===== src/rtl/sparc_mem_pkg.sv =====
// Shared definitions for the SPARC-style memory-access stage: op3 encodings,
// FSM state, access size and the memory-op decoder.
package sparc_mem_pkg;

    localparam logic [1:0] OpMem = 2'b11;

    localparam logic [5:0] Op3Ld   = 6'h00;
    localparam logic [5:0] Op3Ldub = 6'h01;
    localparam logic [5:0] Op3Lduh = 6'h02;
    localparam logic [5:0] Op3Ldsb = 6'h09;
    localparam logic [5:0] Op3Ldsh = 6'h0A;
    localparam logic [5:0] Op3St   = 6'h04;
    localparam logic [5:0] Op3Stb  = 6'h05;
    localparam logic [5:0] Op3Sth  = 6'h06;

    typedef enum logic {
        StIdle,
        StAccess
    } state_e;

    typedef enum logic [1:0] {
        SizeByte,
        SizeHalf,
        SizeWord
    } size_e;

    typedef struct packed {
        logic  is_mem;
        logic  is_load;
        logic  sign_ext;
        size_e size;
    } mem_dec_t;

    // Classify an instruction; anything outside the memory table is non-memory.
    function automatic mem_dec_t decode_op(input logic [1:0] op, input logic [5:0] op3);
        mem_dec_t dec;
        dec = '{is_mem: 1'b0, is_load: 1'b0, sign_ext: 1'b0, size: SizeWord};
        if (op == OpMem) begin
            case (op3)
                Op3Ld:   dec = '{is_mem: 1'b1, is_load: 1'b1, sign_ext: 1'b0, size: SizeWord};
                Op3Ldub: dec = '{is_mem: 1'b1, is_load: 1'b1, sign_ext: 1'b0, size: SizeByte};
                Op3Lduh: dec = '{is_mem: 1'b1, is_load: 1'b1, sign_ext: 1'b0, size: SizeHalf};
                Op3Ldsb: dec = '{is_mem: 1'b1, is_load: 1'b1, sign_ext: 1'b1, size: SizeByte};
                Op3Ldsh: dec = '{is_mem: 1'b1, is_load: 1'b1, sign_ext: 1'b1, size: SizeHalf};
                Op3St:   dec = '{is_mem: 1'b1, is_load: 1'b0, sign_ext: 1'b0, size: SizeWord};
                Op3Stb:  dec = '{is_mem: 1'b1, is_load: 1'b0, sign_ext: 1'b0, size: SizeByte};
                Op3Sth:  dec = '{is_mem: 1'b1, is_load: 1'b0, sign_ext: 1'b0, size: SizeHalf};
                default: ;
            endcase
        end
        return dec;
    endfunction

    // Big-endian byte enables: bit3 is the lane at byte offset 0.
    function automatic logic [3:0] store_be(input size_e size, input logic [1:0] lo);
        logic [3:0] be;
        case (size)
            SizeByte: be = 4'b1000 >> lo;
            SizeHalf: be = lo[1] ? 4'b0011 : 4'b1100;
            default:  be = 4'b1111;
        endcase
        return be;
    endfunction

endpackage


===== src/rtl/load_align.sv =====
// Load lane extraction (big-endian) and zero/sign extension to DATA_WIDTH.
module load_align
    import sparc_mem_pkg::*;
#(
    parameter int unsigned DATA_WIDTH = 32
) (
    input  size_e                 size,
    input  logic                  sign_ext,
    input  logic [1:0]            lane,
    input  logic [DATA_WIDTH-1:0] rdata,
    output logic [DATA_WIDTH-1:0] data
);

    logic [7:0]  byte_sel;
    logic [15:0] half_sel;

    // Pick the addressed byte and halfword; offset 0 is the most significant lane.
    always_comb begin
        byte_sel = rdata[31:24];
        case (lane)
            2'd0:    byte_sel = rdata[31:24];
            2'd1:    byte_sel = rdata[23:16];
            2'd2:    byte_sel = rdata[15:8];
            default: byte_sel = rdata[7:0];
        endcase
        half_sel = lane[1] ? rdata[15:0] : rdata[31:16];
    end

    // Extend the selected field to the register width.
    always_comb begin
        data = rdata;
        case (size)
            SizeByte: data = {{(DATA_WIDTH-8){sign_ext & byte_sel[7]}}, byte_sel};
            SizeHalf: data = {{(DATA_WIDTH-16){sign_ext & half_sel[15]}}, half_sel};
            default:  data = rdata;
        endcase
    end

endmodule


===== src/rtl/memory_access.sv =====
// Memory-access pipeline stage: issues one data-cache access per load/store,
// stalls the front of the pipe until dc_ack, and passes non-memory ops through.
// Optional feature macro: MEM_ALIGN_TRAP_EN (trap on misaligned half/word).
module memory_access
    import sparc_mem_pkg::*;
#(
    parameter int unsigned ADDR_WIDTH = 64,
    parameter int unsigned DATA_WIDTH = 32
) (
    input  logic                  clk,
    input  logic                  reset,
    input  logic                  in_valid,
    input  logic [1:0]            in_op,
    input  logic [5:0]            in_op3,
    input  logic [ADDR_WIDTH-1:0] in_addr,
    input  logic [DATA_WIDTH-1:0] in_store_data,
    input  logic [4:0]            in_rd,
    output logic                  mem_stall,
    output logic                  dc_req,
    output logic [ADDR_WIDTH-1:0] dc_addr,
    output logic                  dc_we,
    output logic [3:0]            dc_be,
    output logic [DATA_WIDTH-1:0] dc_wdata,
    input  logic                  dc_ack,
    input  logic [DATA_WIDTH-1:0] dc_rdata,
    output logic                  wb_valid,
    output logic                  wb_we,
    output logic [4:0]            wb_rd,
    output logic [DATA_WIDTH-1:0] wb_data,
    output logic                  trap
);

    state_e                state_q, state_d;
    mem_dec_t              dec;
    logic                  misaligned;
    logic                  accept;
    logic                  in_access;
    logic                  ack_done;

    logic [ADDR_WIDTH-1:0] addr_q;
    logic [DATA_WIDTH-1:0] store_data_q;
    logic [4:0]            rd_q;
    logic                  is_load_q;
    logic                  sign_ext_q;
    size_e                 size_q;
    logic [DATA_WIDTH-1:0] load_data;

    logic                  wb_valid_q;
    logic                  wb_we_q;
    logic [4:0]            wb_rd_q;
    logic [DATA_WIDTH-1:0] wb_data_q;

    assign dec = decode_op(in_op, in_op3);

`ifdef MEM_ALIGN_TRAP_EN
    assign misaligned = ((dec.size == SizeHalf) && in_addr[0]) ||
                        ((dec.size == SizeWord) && (in_addr[1:0] != 2'b00));
`else
    assign misaligned = 1'b0;
`endif

    assign in_access = (state_q == StAccess);
    assign accept    = (state_q == StIdle) && in_valid && dec.is_mem && !misaligned;
    assign ack_done  = in_access && dc_ack;

    // Next-state: one access in flight at a time, retired by dc_ack.
    always_comb begin
        state_d = state_q;
        case (state_q)
            StIdle:   if (accept) state_d = StAccess;
            StAccess: if (dc_ack) state_d = StIdle;
            default:  state_d = StIdle;
        endcase
    end

    // State register and capture of the accepted instruction.
    always_ff @(posedge clk) begin
        if (reset) begin
            state_q      <= StIdle;
            addr_q       <= '0;
            store_data_q <= '0;
            rd_q         <= '0;
            is_load_q    <= 1'b0;
            sign_ext_q   <= 1'b0;
            size_q       <= SizeWord;
        end else begin
            state_q <= state_d;
            if (accept) begin
                addr_q       <= in_addr;
                store_data_q <= in_store_data;
                rd_q         <= in_rd;
                is_load_q    <= dec.is_load;
                sign_ext_q   <= dec.sign_ext;
                size_q       <= dec.size;
            end
        end
    end

    load_align #(
        .DATA_WIDTH(DATA_WIDTH)
    ) u_load_align (
        .size    (size_q),
        .sign_ext(sign_ext_q),
        .lane    (addr_q[1:0]),
        .rdata   (dc_rdata),
        .data    (load_data)
    );

    // Writeback pulse: memory ops retire the edge after dc_ack, others after one cycle.
    always_ff @(posedge clk) begin
        if (reset) begin
            wb_valid_q <= 1'b0;
            wb_we_q    <= 1'b0;
            wb_rd_q    <= '0;
            wb_data_q  <= '0;
        end else begin
            wb_valid_q <= 1'b0;
            wb_we_q    <= 1'b0;
            wb_rd_q    <= '0;
            wb_data_q  <= '0;
            if (ack_done) begin
                wb_valid_q <= 1'b1;
                wb_we_q    <= is_load_q && (rd_q != 5'd0);
                wb_rd_q    <= rd_q;
                wb_data_q  <= is_load_q ? load_data : '0;
            end else if ((state_q == StIdle) && in_valid && !dec.is_mem) begin
                wb_valid_q <= 1'b1;
                wb_we_q    <= (in_rd != 5'd0);
                wb_rd_q    <= in_rd;
                wb_data_q  <= in_addr[DATA_WIDTH-1:0];
            end
        end
    end

`ifdef MEM_ALIGN_TRAP_EN
    logic trap_q;

    // Misaligned access is dropped and reported as a single-cycle trap.
    always_ff @(posedge clk) begin
        if (reset) begin
            trap_q <= 1'b0;
        end else begin
            trap_q <= (state_q == StIdle) && in_valid && dec.is_mem && misaligned;
        end
    end

    assign trap = trap_q;
`else
    assign trap = 1'b0;
`endif

    // Cache request driven purely from captured state, so it holds steady in ACCESS.
    always_comb begin
        dc_req   = in_access;
        dc_addr  = '0;
        dc_we    = 1'b0;
        dc_be    = 4'b0000;
        dc_wdata = '0;
        if (in_access) begin
            dc_addr = {addr_q[ADDR_WIDTH-1:2], 2'b00};
            dc_we   = !is_load_q;
            dc_be   = is_load_q ? 4'b1111 : store_be(size_q, addr_q[1:0]);
            if (!is_load_q) begin
                case (size_q)
                    SizeByte: dc_wdata = DATA_WIDTH'({4{store_data_q[7:0]}});
                    SizeHalf: dc_wdata = DATA_WIDTH'({2{store_data_q[15:0]}});
                    default:  dc_wdata = store_data_q;
                endcase
            end
        end
    end

    // Stall is released in the ack cycle so the pipe advances on the retiring edge.
    always_comb begin
        mem_stall = accept || (in_access && !dc_ack);
    end

    assign wb_valid = wb_valid_q;
    assign wb_we    = wb_we_q;
    assign wb_rd    = wb_rd_q;
    assign wb_data  = wb_data_q;

endmodule


===== config.mk =====
export PLATFORM = sky130hd
export DESIGN_NAME = memory_access
export DESIGN_NICKNAME = d
export VERILOG_FILES = /design/src/rtl/sparc_mem_pkg.sv /design/src/rtl/load_align.sv /design/src/rtl/memory_access.sv
export SDC_FILE = /design/constraint.sdc
export NUM_CORES = 1
export LEC_CHECK = 0
export BUFFER_PORTS_ARGS = -buffer_cell sky130_fd_sc_hd__buf_2
export CAP_MARGIN = 0
export CORE_UTILIZATION = 51
export CTS_CLUSTER_DIAMETER = 30
export DETAILED_ROUTE_END_ITERATION = 12
export GPL_ROUTABILITY_DRIVEN = 0
export HOLD_SLACK_MARGIN = 0.06
export PLACE_DENSITY = 0.85
export SKIP_LAST_GASP = 1
export SLEW_MARGIN = 40
export SYNTH_ARGS = -nofsm -noshare
export SYNTH_HDL_FRONTEND = slang
export SYNTH_SLANG_ARGS = --single-unit

===== constraint.sdc =====
create_clock -name clk -period 4.1 [get_ports clk]
set_input_delay 0.41 -clock clk [delete_from_list [all_inputs] [get_ports clk]]
set_output_delay 0.41 -clock clk [all_outputs]
set_load 0.005 [all_outputs]

# == After elaboration in Yosys (flattened, before gate mapping) ==
# Index checks and enable logic that the tools add are counted.
# op_classes
n_eq_ne,11
shift,1
n_mux,26
n_bitwise,3
n_reduce_logical,15
# op_table
cell,n
$mux 32,5
$pmux 32 s2,2
$mux 64,1
$pmux 5 s8,1
$pmux 8 s3,1
$eq 6x3->1 const B,3
$mux 16,1
$mux 5,3
$eq 6x4->1 const B,2
$mux 4,3
$reduce_bool 5->1,2
$pmux 4 s2,1
$mux 1,7
$eq 6x1->1 const B,1
$eq 6x2->1 const B,1
$logic_and 1x1->1,6
$logic_not 6->1,1
$eq 2x1->1 const B,2
$eq 2x2->1 const B,2
$logic_not 2->1,2
$shr 4x2->4 const A,1
$logic_not 1->1,3
$and 1x1->1,2
$pmux 1 s2,1
2 further kinds,2
# word_totals
ff_bits,145
input_bits,145
output_inout_bits,143
wordCells,67

# == Longest topological paths before layout ==
# depth
ltp_word,7
mapped_depth,7
depth_no_buf,4

# == By module ==
# A second synthesis with hierarchy kept.
# hier_totals
hier_cells,865
area_unflattened_um2,7990.2
# modules_own_cells
module,instances,cells_each,area_each_um2,seq_area_each_um2
memory_access,1,758,7160.6,2902.8
load_align,1,107,829.5,0.0

# == Worst setup path before layout ==
# No wires, ideal clock.
# synth_path
kind,input-to-reg
start,input port in_op3[0]
end,"register wb_data_q[29], in the netlist wb_data[29]"
setup_ns,0.122
arrival_time_ns,1.827
required_ns,3.978
slack_ns,2.152
cell_stages,6
path_buffers,2
path_cell_list,a211o_1 -> a211o_1 -> and2_1 -> clkbuf_1 -> buf_2 -> a221o_1
# synth_between
elab_chain_cells,7
word_cells_on_any_way,14
classes_between,7 x eq/ne; 4 x mux; 3 x reduce/logical
# synth_lines
item,line_no,rtl
start: declaration,memory_access.sv:14,"input logic [5:0] in_op3,"
$eq 6x3->1 (tied with other cells),sparc_mem_pkg.sv:39,case (op3)
$pmux 5 s8 (*),sparc_mem_pkg.sv:39,
$mux 5 (*),sparc_mem_pkg.sv:38,if (op == OpMem) begin
$logic_not 1->1 (*),memory_access.sv:126,end else if ((state_q == StIdle) && in_valid && !dec.is_mem) begin
$logic_and 1x1->1 (*),memory_access.sv:126,
$mux 32 (*),memory_access.sv:126,
$mux 32 (*),memory_access.sv:121,if (ack_done) begin
end signal: assignment,memory_access.sv:125,wb_data_q <= is_load_q ? load_data : '0;
end signal: assignment,memory_access.sv:130,wb_data_q <= in_addr[DATA_WIDTH-1:0];
end: declaration,memory_access.sv:51,logic [DATA_WIDTH-1:0] wb_data_q;
# Mark *: on every way between the ends. The rest lies on a longest branch, timed or not.
# A chain may end at the register's enable or synchronous reset.

# == Final worst setup path ==
# layout_path
start,"register state_q, in the netlist dc_req"
end,output port mem_stall
# layout_between
elab_chain_cells,4
word_cells_on_any_way,5
classes_between,1 x bitwise; 4 x reduce/logical
# layout_lines
item,line_no,rtl
start: declaration,memory_access.sv:33,"state_e state_q, state_d;"
start signal: assignment,memory_access.sv:79,state_q <= StIdle;
start signal: assignment,memory_access.sv:87,state_q <= state_d;
$not 1->1,n/a,
$logic_and 1x1->1 (2 in series),memory_access.sv:63,assign accept = (state_q == StIdle) && in_valid && dec.is_mem && !misaligned;
$logic_or 1x1->1 (*),memory_access.sv:175,mem_stall = accept || (in_access && !dc_ack);
end: declaration,memory_access.sv:18,"output logic mem_stall,"
# Marked as above.

==> impl_metrics.prom <==
# TYPE chip_impl_metric gauge
chip_impl_info{name="run_status",value="finished, final reports clean"} 1
chip_impl_metric{name="htree_levels",unit=""} 4
chip_impl_metric{name="synth_async_sr_flop_share",unit="%"} 0
chip_impl_metric{name="fin_crit",unit="ps"} 3090
chip_impl_metric{name="count_of_distinct_cell_types_in_the_synthesized_netlist",unit=""} 42
chip_impl_metric{name="synthCells",unit=""} 858
chip_impl_metric{name="postSynthAreaPerCell",unit="um^2"} 7.65
chip_impl_info{name="rsz_0062_raised_after_global_routing",value="false"} 1
chip_impl_metric{name="io_pins",unit=""} 288
chip_impl_metric{name="cellPowerDensity",unit="nW/um^2"} 381
chip_impl_metric{name="area.growth.synth_to_final",unit="%"} 31.3
chip_impl_info{name="worstSetupStartpointType",value="register"} 1
chip_impl_metric{name="synthesis.area",unit="um^2"} 6570
chip_impl_metric{name="ant_nets",unit=""} 0
chip_impl_metric{name="critical_path_required",unit="ps"} 3690
chip_impl_info{name="dominantRegCellSynth",value="sky130_fd_sc_hd__dfxtp_1"} 1
chip_impl_info{name="synth.area.top_cells",value="sky130_fd_sc_hd__dfxtp_1 (44%), sky130_fd_sc_hd__nand2_1 (14%), sky130_fd_sc_hd__a21oi_1 (10%)"} 1
chip_impl_metric{name="timing.max_slew.rel_slack",unit="%"} 50.3
chip_impl_info{name="cts-root-buf",value="sky130_fd_sc_hd__clkbuf_16"} 1
chip_impl_metric{name="dr_total_vias",unit=""} 7010
chip_impl_metric{name="detail_route.drc_violations",unit=""} 0
chip_impl_metric{name="antenna_found_initial",unit=""} 0
chip_impl_metric{name="fin_skew",unit="ps"} 7.52
chip_impl_metric{name="critical_path_peak_fanout",unit=""} 42
chip_impl_info{name="synth.top_cells.by_count",value="sky130_fd_sc_hd__nand2_1 (248), sky130_fd_sc_hd__dfxtp_1 (145), sky130_fd_sc_hd__a21oi_1 (137)"} 1
chip_impl_metric{name="core_region_area",unit="um^2"} 12600
chip_impl_metric{name="die_height",unit="um"} 115
chip_impl_metric{name="fmax",unit="GHz"} 0.323
chip_impl_metric{name="tcrit_tclk_final",unit="%"} 75.5
chip_impl_metric{name="initial_utilization",unit="%"} 52.2
chip_impl_metric{name="antenna_cells_inserted",unit=""} 0
chip_impl_metric{name="fp-row-count",unit=""} 41
chip_impl_metric{name="globalRouteOverflowTotal",unit=""} 0
chip_impl_metric{name="io_buffers",unit=""} 284
chip_impl_metric{name="synth-edff-count",unit=""} 0
chip_impl_metric{name="detailed_place_hpwl",unit="mm"} 14.8
chip_impl_metric{name="worst_path_largest_cell_delay",unit="ps"} 750
chip_impl_info{name="end_kind",value="primary output"} 1
chip_impl_metric{name="final.setup.tns",unit="ps"} 0
chip_impl_metric{name="final_layout_size_suffix_gt1_share",unit="%"} 30.9
chip_impl_metric{name="drt_wl_total",unit="mm"} 21.0
chip_impl_metric{name="critical_path_at",unit="ps"} 2680
chip_impl_metric{name="setup_viol",unit=""} 0
chip_impl_info{name="critPathSlowestCell",value="sky130_fd_sc_hd__dfxtp_2"} 1
chip_impl_metric{name="worst_setup_timing_slack_at_the_placement_stage",unit="ps"} 1440
chip_impl_metric{name="clock_tree.buffer_depth",unit=""} 2
chip_impl_metric{name="layout.nets",unit=""} 1244
chip_impl_info{name="timing.critical_path.cells",value="nand2b_1, a2111o_2, o21ai_0, buf_2"} 1
chip_impl_metric{name="synth_seq_area_share",unit="%"} 44.2
chip_impl_metric{name="worst_skew_pair.late_latency",unit="ps"} 430
chip_impl_metric{name="synthesis.yosys.warnings",unit=""} 0
chip_impl_metric{name="dr_wl_cell",unit="um"} 16.4
chip_impl_metric{name="cts-buffers-inserted",unit=""} 17
chip_impl_metric{name="fp.dieArea",unit="um^2"} 13300
chip_impl_metric{name="track_usage",unit="%"} 31.0
chip_impl_metric{name="ctsHoldBuffers",unit=""} 0
chip_impl_metric{name="vdd_ir_drop_max",unit="mV"} 0.283
chip_impl_metric{name="report.final.slew_viol_count",unit=""} 0
chip_impl_metric{name="finalWorstSetupSlack",unit="ps"} 1010
chip_impl_metric{name="max_cap_viol_count",unit=""} 0
chip_impl_metric{name="synth_seq_cells",unit=""} 145
chip_impl_metric{name="timing_hold_violations_final",unit=""} 0
chip_impl_metric{name="worst_margin_pin_slew",unit="ps"} 744
chip_impl_info{name="synth_area_leader_cell",value="sky130_fd_sc_hd__dfxtp_1"} 1
chip_impl_metric{name="pin_count_of_the_biggest_net_entering_global_routing",unit=""} 68
chip_impl_metric{name="yosys.area.top_type_share",unit="%"} 44.2
chip_impl_metric{name="drt_iter0_drc",unit=""} 759
chip_impl_metric{name="firstDrtPassIters",unit=""} 6
chip_impl_metric{name="cts.repair.resized",unit=""} 0
chip_impl_metric{name="grt_pass1_wl",unit="mm"} 31.6
chip_impl_metric{name="die_width",unit="um"} 115
chip_impl_metric{name="clk_pin_slew",unit="ps"} 60
chip_impl_info{name="worstSetupPathType",value="register to primary output"} 1
chip_impl_metric{name="tritoncts_num_sinks",unit=""} 145
chip_impl_metric{name="cellLeakagePower",unit="nW"} 3.80
chip_impl_info{name="synthMostInstantiatedCell",value="sky130_fd_sc_hd__nand2_1"} 1
chip_impl_metric{name="cts.repair_timing.setup_buffer_count",unit=""} 0
chip_impl_info{name="cts_tree",value="yes"} 1
chip_impl_metric{name="final.fill_count",unit=""} 1057
chip_impl_metric{name="viasPerCell",unit=""} 5.46
chip_impl_metric{name="grt_pass1_vias",unit=""} 6258
chip_impl_info{name="hold_class",value="input pin to register"} 1
[stage by stage]
stage          area, um^2  hold WS [ps]  cells  total power, mW  util (%)
3_3_place_gp         7970           437   1251             1.68      63.4
3_5_place_dp         8000           442   1252             1.68      63.7
2_1_floorplan        6570           432    860             1.56         -
6_report             8620           207   1284             3.29      68.6
4_1_cts              8620           195   1284             3.29      68.6
5_1_grt              8620           211   1284             3.37      68.6
[registers in the layout, indices dropped and copies added, names as in the netlist]
| signal | cells |
|---|---|
| addr_q | 64 |
| wb_rd | 5 |
| store_data_q | 32 |
| wb_data | 32 |
| wb_we | 1 |
| is_load_q | 1 |
| wb_valid | 1 |
| dc_req | 1 |
| size_q | 2 |
| rd_q | 5 |
| sign_ext_q | 1 |
[logic make-up after synthesis]
kind of cell	after synthesis	synth area share (%)
xor gates and xnor gates	1	0.133
and+or+nand+nor	395	26.8
muxes	27	4.50
AOI/OAI and AO/OA	209	19.2
other	1	0.0571
buffers and inverters	80	5.13
DFF	145	44.2
[layout make-up]
class                   count  area (um^2)  area share [%]
multi-input cells         635         3350            38.9
flip-flops and latches    145         2910            33.7
well taps                 172          215            2.50
repair buffers            294         1510            17.5
clock buffers              20          437            5.07
inverters                   6         22.5           0.261
clock inverters            12          180            2.09
[per-layer routing]
| layer | vias to the layer above | wire, um | track usage (%) |
|---|---|---|---|
| li1 | 3355 | - | - |
| met3 | 70 | 1840 | 7.69 |
| met5 | - | 0 | 0 |
| met4 | 0 | 1040 | 19.1 |
| met2 | 372 | 9940 | 51.3 |
| met1 | 3213 | 8170 | 36.2 |
[worst max-delay path: cells and delay by family (launching register included)]
family,cells,cell delay (ps)
compound gates,2,930
simple gates,1,340
flops,1,750
buf+inv,1,220
[power breakdown]
part | internal [mW] | switching (mW) | total [mW]
Sequential | 1.43 | 0.0111 | 1.44
Clock | 1.02 | 0.610 | 1.63
Combinational | 0.0939 | 0.116 | 0.210
Total | 2.55 | 0.737 | 3.29
[worst paths after layout]
kind / startpoint / endpoint / slack, ps / cells after the start
worst min-delay path: in_addr[13] / wb_data[13]$_SDFF_PP0_ / 210 / 2
worst max register to register: dc_req$_SDFF_PP0_ / wb_data[25]$_SDFF_PP0_ / 1470 / 5
worst min register to register: addr_q[6]$_SDFFE_PP0P_ / addr_q[6]$_SDFFE_PP0P_ / 450 / 2
worst max-delay path: dc_req$_SDFF_PP0_ / mem_stall / 1010 / 4
[placed cells by master (no fill, tap or decap), drive strengths merged, types with 12 or more instances in the layout]
| cell | synthesis | final |
|---|---|---|
| a21oi | 137 | 137 |
| nand2 | 248 | 248 |
| and2 | 72 | 72 |
| nor2 | 37 | 37 |
| clkbuf | 57 | 20 |
| buf | 17 | 294 |
| a221o | 16 | 16 |
| dfxtp | 145 | 145 |
| nand2b | 12 | 12 |
| o21ai | 22 | 22 |
| mux2i | 16 | 16 |
Note: power is estimated with default switching activity, not from simulation.
